`config.mk`:
```
export PLATFORM = sky130hd
export DESIGN_NAME = inv_mix_cols
export DESIGN_NICKNAME = d
export VERILOG_FILES = /design/src/rtl/aes_pkg.sv /design/src/rtl/inv_mix_column.sv /design/src/rtl/inv_mix_cols.sv
export SDC_FILE = /design/constraint.sdc
export NUM_CORES = 1
export LEC_CHECK = 0
export BUFFER_PORTS_ARGS = -buffer_cell sky130_fd_sc_hd__buf_2
export CAP_MARGIN = 20
export CORE_ASPECT_RATIO = 0.9
export CORE_MARGIN = 5
export CORE_UTILIZATION = 45
export DETAILED_ROUTE_END_ITERATION = 10
export PLACE_DENSITY = 0.76
export SETUP_SLACK_MARGIN = 0.3
export SYNTH_ARGS = -nofsm -noshare
export SYNTH_HDL_FRONTEND = slang
export SYNTH_HIERARCHICAL = 1
export SYNTH_SLANG_ARGS = --single-unit
```
`constraint.sdc`:
```
create_clock -name clk -period 4.3 [get_ports clk]
set_clock_uncertainty 0.05 [all_clocks]
set_input_delay 0.86 -clock clk [delete_from_list [all_inputs] [get_ports clk]]
set_output_delay 0.86 -clock clk [all_outputs]
set_load 0.03 [all_outputs]
```
`src/rtl/aes_pkg.sv`:
```
// Shared AES types and GF(2^8) arithmetic helpers used by the column transforms.
package aes_pkg;

    typedef logic [127:0] aes_state_t;
    typedef logic [31:0]  aes_col_t;
    typedef logic [7:0]   aes_byte_t;

    typedef enum logic {
        ST_IDLE = 1'b0,
        ST_BUSY = 1'b1
    } imc_state_t;

    localparam aes_byte_t AES_POLY = 8'h1B;

    // Multiply by 02: shift left and fold the carried-out x^8 back with 0x1B.
    function automatic aes_byte_t xtime(input aes_byte_t b);
        return {b[6:0], 1'b0} ^ (b[7] ? AES_POLY : 8'h00);
    endfunction

    function automatic aes_byte_t gf_mul9(input aes_byte_t b);
        aes_byte_t x2, x4, x8;
        x2 = xtime(b);
        x4 = xtime(x2);
        x8 = xtime(x4);
        return x8 ^ b;
    endfunction

    function automatic aes_byte_t gf_mulb(input aes_byte_t b);
        aes_byte_t x2, x4, x8;
        x2 = xtime(b);
        x4 = xtime(x2);
        x8 = xtime(x4);
        return x8 ^ x2 ^ b;
    endfunction

    function automatic aes_byte_t gf_muld(input aes_byte_t b);
        aes_byte_t x2, x4, x8;
        x2 = xtime(b);
        x4 = xtime(x2);
        x8 = xtime(x4);
        return x8 ^ x4 ^ b;
    endfunction

    function automatic aes_byte_t gf_mule(input aes_byte_t b);
        aes_byte_t x2, x4, x8;
        x2 = xtime(b);
        x4 = xtime(x2);
        x8 = xtime(x4);
        return x8 ^ x4 ^ x2;
    endfunction

endpackage

```
`src/rtl/inv_mix_column.sv`:
```
// Combinational InvMixColumns transform of one 32-bit column (byte 0 is the MSB).
module inv_mix_column
    import aes_pkg::*;
(
    input  aes_col_t col,
    output aes_col_t result
);

    aes_byte_t a0, a1, a2, a3;
    aes_byte_t r0, r1, r2, r3;

    always_comb begin
        a0 = col[31:24];
        a1 = col[23:16];
        a2 = col[15:8];
        a3 = col[7:0];
        r0 = gf_mule(a0) ^ gf_mulb(a1) ^ gf_muld(a2) ^ gf_mul9(a3);
        r1 = gf_mul9(a0) ^ gf_mule(a1) ^ gf_mulb(a2) ^ gf_muld(a3);
        r2 = gf_muld(a0) ^ gf_mul9(a1) ^ gf_mule(a2) ^ gf_mulb(a3);
        r3 = gf_mulb(a0) ^ gf_muld(a1) ^ gf_mul9(a2) ^ gf_mule(a3);
        result = {r0, r1, r2, r3};
    end

endmodule

```
`src/rtl/inv_mix_cols.sv`:
```
// Iterative AES InvMixColumns: COLS_PER_CYCLE columns per clock, one o_en pulse per block.
//   state   | meaning
//   ST_IDLE | waiting for i_en; data_out holds the last result
//   ST_BUSY | stepping col_cnt through the latched block
module inv_mix_cols
    import aes_pkg::*;
#(
    parameter int COLS_PER_CYCLE = 1
) (
    input  logic         clk,
    input  logic         rst,
    input  logic [127:0] data_in,
    input  logic         i_en,
    output logic [127:0] data_out,
    output logic         o_en,
    output logic         busy
);

    generate
        if (!(COLS_PER_CYCLE == 1 || COLS_PER_CYCLE == 2 || COLS_PER_CYCLE == 4)) begin : g_bad_param
            $error("inv_mix_cols: COLS_PER_CYCLE must be 1, 2 or 4");
        end
    endgenerate

    // With four columns per cycle the step wraps to 0 and col_cnt stays at 0.
    localparam logic [1:0] COL_STEP = 2'(COLS_PER_CYCLE);
    localparam logic [1:0] COL_LAST = 2'(4 - COLS_PER_CYCLE);

    imc_state_t state, state_next;
    logic [1:0] col_cnt;
    aes_state_t in_reg;
    aes_state_t res_next;
    aes_col_t   in_cols   [4];
    aes_col_t   res_cols  [4];
    aes_col_t   next_cols [4];
    aes_col_t   col_in    [COLS_PER_CYCLE];
    aes_col_t   col_out   [COLS_PER_CYCLE];
    logic       load, step, done;

    always_comb begin
        for (int i = 0; i < 4; i++) begin
            in_cols[i] = in_reg[127 - 32*i -: 32];
        end
    end

    generate
        for (genvar g = 0; g < COLS_PER_CYCLE; g++) begin : g_col
            logic [1:0] col_idx;
            assign col_idx   = col_cnt + 2'(g);
            assign col_in[g] = in_cols[col_idx];
            inv_mix_column u_col (
                .col    (col_in[g]),
                .result (col_out[g])
            );
        end
    endgenerate

    always_comb begin
        next_cols = res_cols;
        for (int g = 0; g < COLS_PER_CYCLE; g++) begin
            next_cols[col_cnt + 2'(g)] = col_out[g];
        end
        res_next = {next_cols[0], next_cols[1], next_cols[2], next_cols[3]};
    end

    always_comb begin
        state_next = state;
        load       = 1'b0;
        step       = 1'b0;
        done       = 1'b0;
        case (state)
            ST_IDLE: begin
                if (i_en) begin
                    load       = 1'b1;
                    state_next = ST_BUSY;
                end
            end
            ST_BUSY: begin
                step = 1'b1;
                if (col_cnt == COL_LAST) begin
                    done       = 1'b1;
                    state_next = ST_IDLE;
                end
            end
            default: state_next = ST_IDLE;
        endcase
    end

    always_ff @(posedge clk) begin
        if (rst) begin
            state <= ST_IDLE;
        end else begin
            state <= state_next;
        end
    end

    always_ff @(posedge clk) begin
        if (rst) begin
            col_cnt  <= '0;
            in_reg   <= '0;
            data_out <= '0;
            o_en     <= 1'b0;
            for (int i = 0; i < 4; i++) begin
                res_cols[i] <= '0;
            end
        end else begin
            o_en <= done;
            if (load) begin
                in_reg  <= data_in;
                col_cnt <= '0;
            end
            if (step) begin
                res_cols <= next_cols;
                col_cnt  <= col_cnt + COL_STEP;
            end
            // The last step's columns come straight from next_cols, not res_cols.
            if (done) begin
                data_out <= res_next;
            end
        end
    end

    assign busy = (state == ST_BUSY);

endmodule

```
# Word-level counts from Yosys, hierarchy flattened
# Cells that the tools add are included.
[totals] ff_bits=388 latchBits=0 ram_bits=0 rom_bits=0 output_inout_bits=130 word_cells=92 memories=0
[classes] add_sub_neg=1 multipliers=0 div=0 magnitude_cmp=2 n_eq_ne=1 shifts=0 mux=27 n_bitwise=50 reduce_logical=2
[op_table] operator="$xor A8 B8 Y8" count=48
[op_table] operator="$bwmux W128" count=1
[op_table] operator="$mux W32" count=3
[op_table] operator="$bmux W32 S2" count=1
[op_table] operator="$demux W32 S2" count=1
[op_table] operator="$mux W5" count=12
[op_table] operator="$mux W1" count=6
[op_table] operator="$mux W2" count=2
[op_table] operator="$ge A3 B3 Y1 const B" count=1
[op_table] operator="$lt A3 B1 Y1 const B" count=1
[op_table] operator="$not A2 Y3" count=1
[op_table] operator="$add A2 B1 Y2 const B" count=1
[op_table] operator="$eq A2 B2 Y1 const B" count=1
[op_table] operator="$pmux W1 S2" count=1
[op_table] operator="$reduce_bool A2 Y1" count=1
[op_table] operator="$logic_and A1 B1 Y1" count=1
[op_table] operator="$not A1 Y1" count=1

# Depth between registers and ports, before layout
[logic_depth] ltp_word=16 depth_mapped=11

# Cells and area by module
# Netlist, hierarchy kept.
[by_module_without_submodules] mod="inv_mix_cols" instances=1 cells_each=1775 area_each_um2=15232.1
[by_module_without_submodules] mod="inv_mix_column" instances=1 cells_each=217 area_each_um2=2333.5

# Worst setup path before layout
# No wires, ideal clock.
[synth_timing] path_kind="register -> register" start="reg col_cnt[0]" end="reg data_out[100]" setup_time_ns=0.115 arrival_time_ns=3.275 required_ns=4.135 slack_ns=0.860 path_stages_with_launch=12 synth_period_minus_slack_ns=3.440 cell_sequence="dfxtp_1 buf_2 buf_4 mux4_2 buf_6 xnor3_1 xor3_1 xnor2_1 xnor3_1 clkbuf_1 mux2i_1 o21ai_2"
[synth_lines] element="from (decl)" line_no="inv_mix_cols.sv:30" rtl="logic [1:0] col_cnt;"
[synth_lines] element="from (signal assigned)" line_no="inv_mix_cols.sv:114" rtl="col_cnt <= col_cnt + COL_STEP;"
[synth_lines] element="to (signal assigned)" line_no="inv_mix_cols.sv:118" rtl="data_out <= res_next;"
[synth_lines] element="to (decl)" line_no="inv_mix_cols.sv:14" rtl="output logic [127:0] data_out,"

==> results by group <==
Floorplanning
  • Initial Util: 45.7%
  • Die X-Extent: roughly 220 um
  • Core Box Area: 38500 um^2
  • Num rows: 68
  • Vert. Die Dim: 197 um
  • Ports: 261
  • Area of the die: 43100 um^2

Clock tree
  • Worst-Skew Late Latency: 0.55 ns
  • # clock sinks: 388
  • Root Driver: clkbuf_16
  • CTS buffer count: 41
  • CTS tree: done
  • Postcts setup bufs: 0
  • Worst-path clk slew: 0.06 ns
  • CTS H-tree lvls: 2
  • CTS Buffer Depth: 3

Outcome
  • Outcome: finished, final reports clean

Synth
  • Main combinational cell family by area after synthesis: simple AND/OR/NAND/NOR gates
  • Sequential share of the synthesized area: 44.2%
  • Synth Area in Adders: less than 1%
  • Synth Flop Type: dfxtp_1
  • Async S/R FF share, synth: 0%
  • Mapped Cells: 1992
  • Post-synthesis cell area: 17600 um^2
  • Synth top area share: 44.2%
  • Synth cell types: 30
  • Largest area contributor in the netlist: dfxtp_1
  • Synth Area in XOR/XNOR: about an eighth
  • Syn_nets: 2130
  • Syn avg cell area: 8.82 um^2
  • Area contributors post-synth: dfxtp_1 44%, nand2_1 14%, a21oi_1 7.4%
  • Mux contribution to synthesized area: 11.4%
  • #FFs+latches synth: 388
  • Number of synthesized flops with an enable pin: 0
  • Synth Area in Simple Gates: 14.3%
  • Complex-gate fraction of the synthesized area: 11.3%
  • Synth Warn #: 6

Job
  • Max cap viols: 0

Setup path
  • Crit start category: flop
  • R2R Setup Slk: 0.45 ns
  • CP required: 4.68 ns
  • CP bufs+invs: 1
  • Reg-to-reg startpoint: col_cnt[0]$_SDFFE_PP0P_
  • Critical path fanouts, max: 11
  • Cells on worst reg2reg path: 8
  • Delay-heaviest family, CP: XOR/XNOR gates
  • Slowest stage delay, CP: 0.67 ns
  • Reg2Reg Capture Point: data_out[4]$_SDFFE_PP0P_
  • Critical path class: flop to flop
  • Worst Path Arrival: approximately 4.2 ns
  • CP Capture Type: flop
  • Cells along the critical path: buf_4, mux4_2, xnor3_1, xor3_1, xnor2_1, xnor3_1, mux2i_1, o21ai_0
  • Critical path's slowest cell: mux4_2
  • Cell mode on critical path: xnor3_1

Placed design
  • Placed Instance Area: approximately 19000 um^2
  • Place WS: 0.505 ns
  • Hpwl dp: 34300 um
  • Gpl congestion: 0.924
  • IO buf count: 260

Cells and area
  • Synthesis-to-layout area growth: 15.8%
  • Multi-input logic area: 8860 um^2
  • Most frequent cells in the layout: 647 x nand2_1, 386 x dfxtp_1, 259 x buf_2
  • Final Util: 52.9%
  • Layout cells sized above 1: 19.4%
  • Final Instance Area: 20300 um^2
  • Sequential cell area: 7770 um^2
  • Commonest non-fill, non-tap cell in the layout: nand2_1
  • Fill cell count: roughly 3500
  • Ant. Diodes: 0
  • Final Net Count: 2293

Worst hold path
  • Worst min-delay path class: flop to flop
  • Hold Crit Depth: 2
  • Hold EP: data_out[37]$_SDFFE_PP0P_
  • Hold_sp: data_out[37]$_SDFFE_PP0P_

STA
  • Final number of setup-violating endpoints: 0
  • Fin. Hold Viols: 0
  • Slew Limit Fails: 0
  • Fin crit share: between 80 and 90%
  • Final worst slack: approximately 0.45 ns
  • Highest clock rate: between 0.2 and 0.3 GHz
  • RSZ-0062 raised after global routing: no
  • Setup TNS Final: 0 ns
  • Slew headroom: 33.0%
  • Minimum clock period: around 3.9 ns
  • Worst slew pin tran: 1.00 ns

Power
  • Sw Ratio: around a third
  • Combinational share of power: 33.5%
  • Leak pwr: approximately 8.0 nW
  • Sequential Power Share: 35.5%
  • PD cells: about 540 nW/um^2
  • P_sw: 3.77 mW
  • Clk pwr share: between 30% and 40%
  • Max VDD drop: 349 uV
  • P_int: 7.17 mW

Global route
  • Total gr overflow: 0
  • Initial antenna violation count: 0
  • GRT Total Usage: 21.8%
  • Vias in the first global route: 13800
  • First-pass GRT wire length: 75900 um
  • Pin count of the biggest net entering global routing: 232

Route
  • Vias: 14200
  • DRT iter0 DRCs: 1394
  • Number of remaining DRC errors: 0
  • WL final: 48600 um
  • Antenna Nets Post-Route: 0
  • Vias per inst: 5.25
  • DR pass1 iterations: 5
  • Wire length per cell: 17.9 um
[cell families (layout without fill, tap and decap cells)]
group / after synthesis / in the layout
adders and majority gates: 7 / 7
DFF: 388 / 388
buffers and inverters: 191 / 385
xor gates and xnor gates: 198 / 198
AOI/OAI and AO/OA: 388 / 388
and+or+nand+nor: 660 / 660
muxes: 160 / 160
[layer usage]
| metal | wire length, um | vias to the layer above | global-route usage (%) |
|---|---|---|---|
| li1 | - | 6844 | - |
| met1 | 21300 | 6763 | 30.3 |
| met2 | 22500 | 555 | 35.4 |
| met3 | 3630 | 77 | 3.85 |
| met4 | 1180 | 0 | 5.70 |
| met5 | 0 | - | 0 |
[worst reg2reg max path, cell delays in order (launching register included)]
cell and delay [ns]:
dfxtp_2 0.57, buf_4 0.24, mux4_2 0.68, xnor3_1 0.49
xor3_1 0.41, xnor2_1 0.38, xnor3_1 0.62, mux2i_1 0.21
o21ai_0 0.09
[power by group through the flow]
stage	Sequential, mW	Combinational [mW]	Clock (mW)
global route	3.90	3.91	3.60
floorplan	3.93	2.47	0
finish	3.89	3.66	3.39
CTS	3.89	3.63	3.44
global placement	3.95	3.56	0
detailed placement	3.97	3.61	0
[how the worst max path moves through the flow]
stage | startpoint | endpoint | slack (ns) | cells past startpoint
finish | col_cnt[0]$_SDFFE_PP0P_ | data_out[4]$_SDFFE_PP0P_ | 0.45 | 8
global route | col_cnt[0]$_SDFFE_PP0P_ | data_out[84]$_SDFFE_PP0P_ | 0.30 | 8
CTS | col_cnt[1]$_SDFFE_PP0P_ | data_out[118]$_SDFFE_PP0P_ | 0.46 | 7
detailed placement | col_cnt[0]$_SDFFE_PP0P_ | data_out[43]$_SDFFE_PP0P_ | 0.51 | 9
global placement | col_cnt[0]$_SDFFE_PP0P_ | data_out[43]$_SDFFE_PP0P_ | 0.48 | 9
floorplan | col_cnt[0]$_SDFFE_PP0P_ | data_out[100]$_SDFFE_PP0P_ | 0.86 | 11
[timing repair]
action	CTS	global route
hold buffers	0	0
hold endpoints to repair	0	0
resized for setup	0	3
endpoints found under the setup margin	0	6
[state kept, by name (all words and copies together) (netlist names)]
name      cells
data_out    128
in_cols     128
col_cnt       2
busy          1
o_en          1
res_cols    128
[stage by stage]
step,instances,power (mW),hold WS [ns]
2_1_floorplan,1992,6.40,0.383
3_3_place_gp,2636,7.51,0.380
3_5_place_dp,2637,7.57,0.386
4_1_cts,2711,11.0,0.401
5_1_grt,2711,11.4,0.414
6_report,2711,10.9,0.397
[cell usage after synthesis, types with 2 or more instances]
cell type	count
nand2_1	647
xnor2_1	125
clkbuf_2	4
xor2_1	35
dfxtp_1	388
clkbuf_1	69
and2_1	5
ha_1	7
a21oi_1	258
xnor2_2	3
buf_1	13
mux4_2	32
buf_6	5
xor3_1	3
inv_1	3
buf_2	57
nor2_1	2
o21ai_0	119
mux2i_1	128
nor3b_1	2
o21ai_2	9
buf_4	40
xnor3_1	31
[cell type report]
cell class | count | area share [%]
clock inverters | 15 | 0.745
multi-input cells | 1413 | 43.6
repair buffers | 308 | 8.55
clock buffers | 59 | 5.63
flip-flops and latches | 388 | 38.2
inverters | 3 | 0.0554
well taps | 525 | 3.23
(Power assumes the default switching activity.)
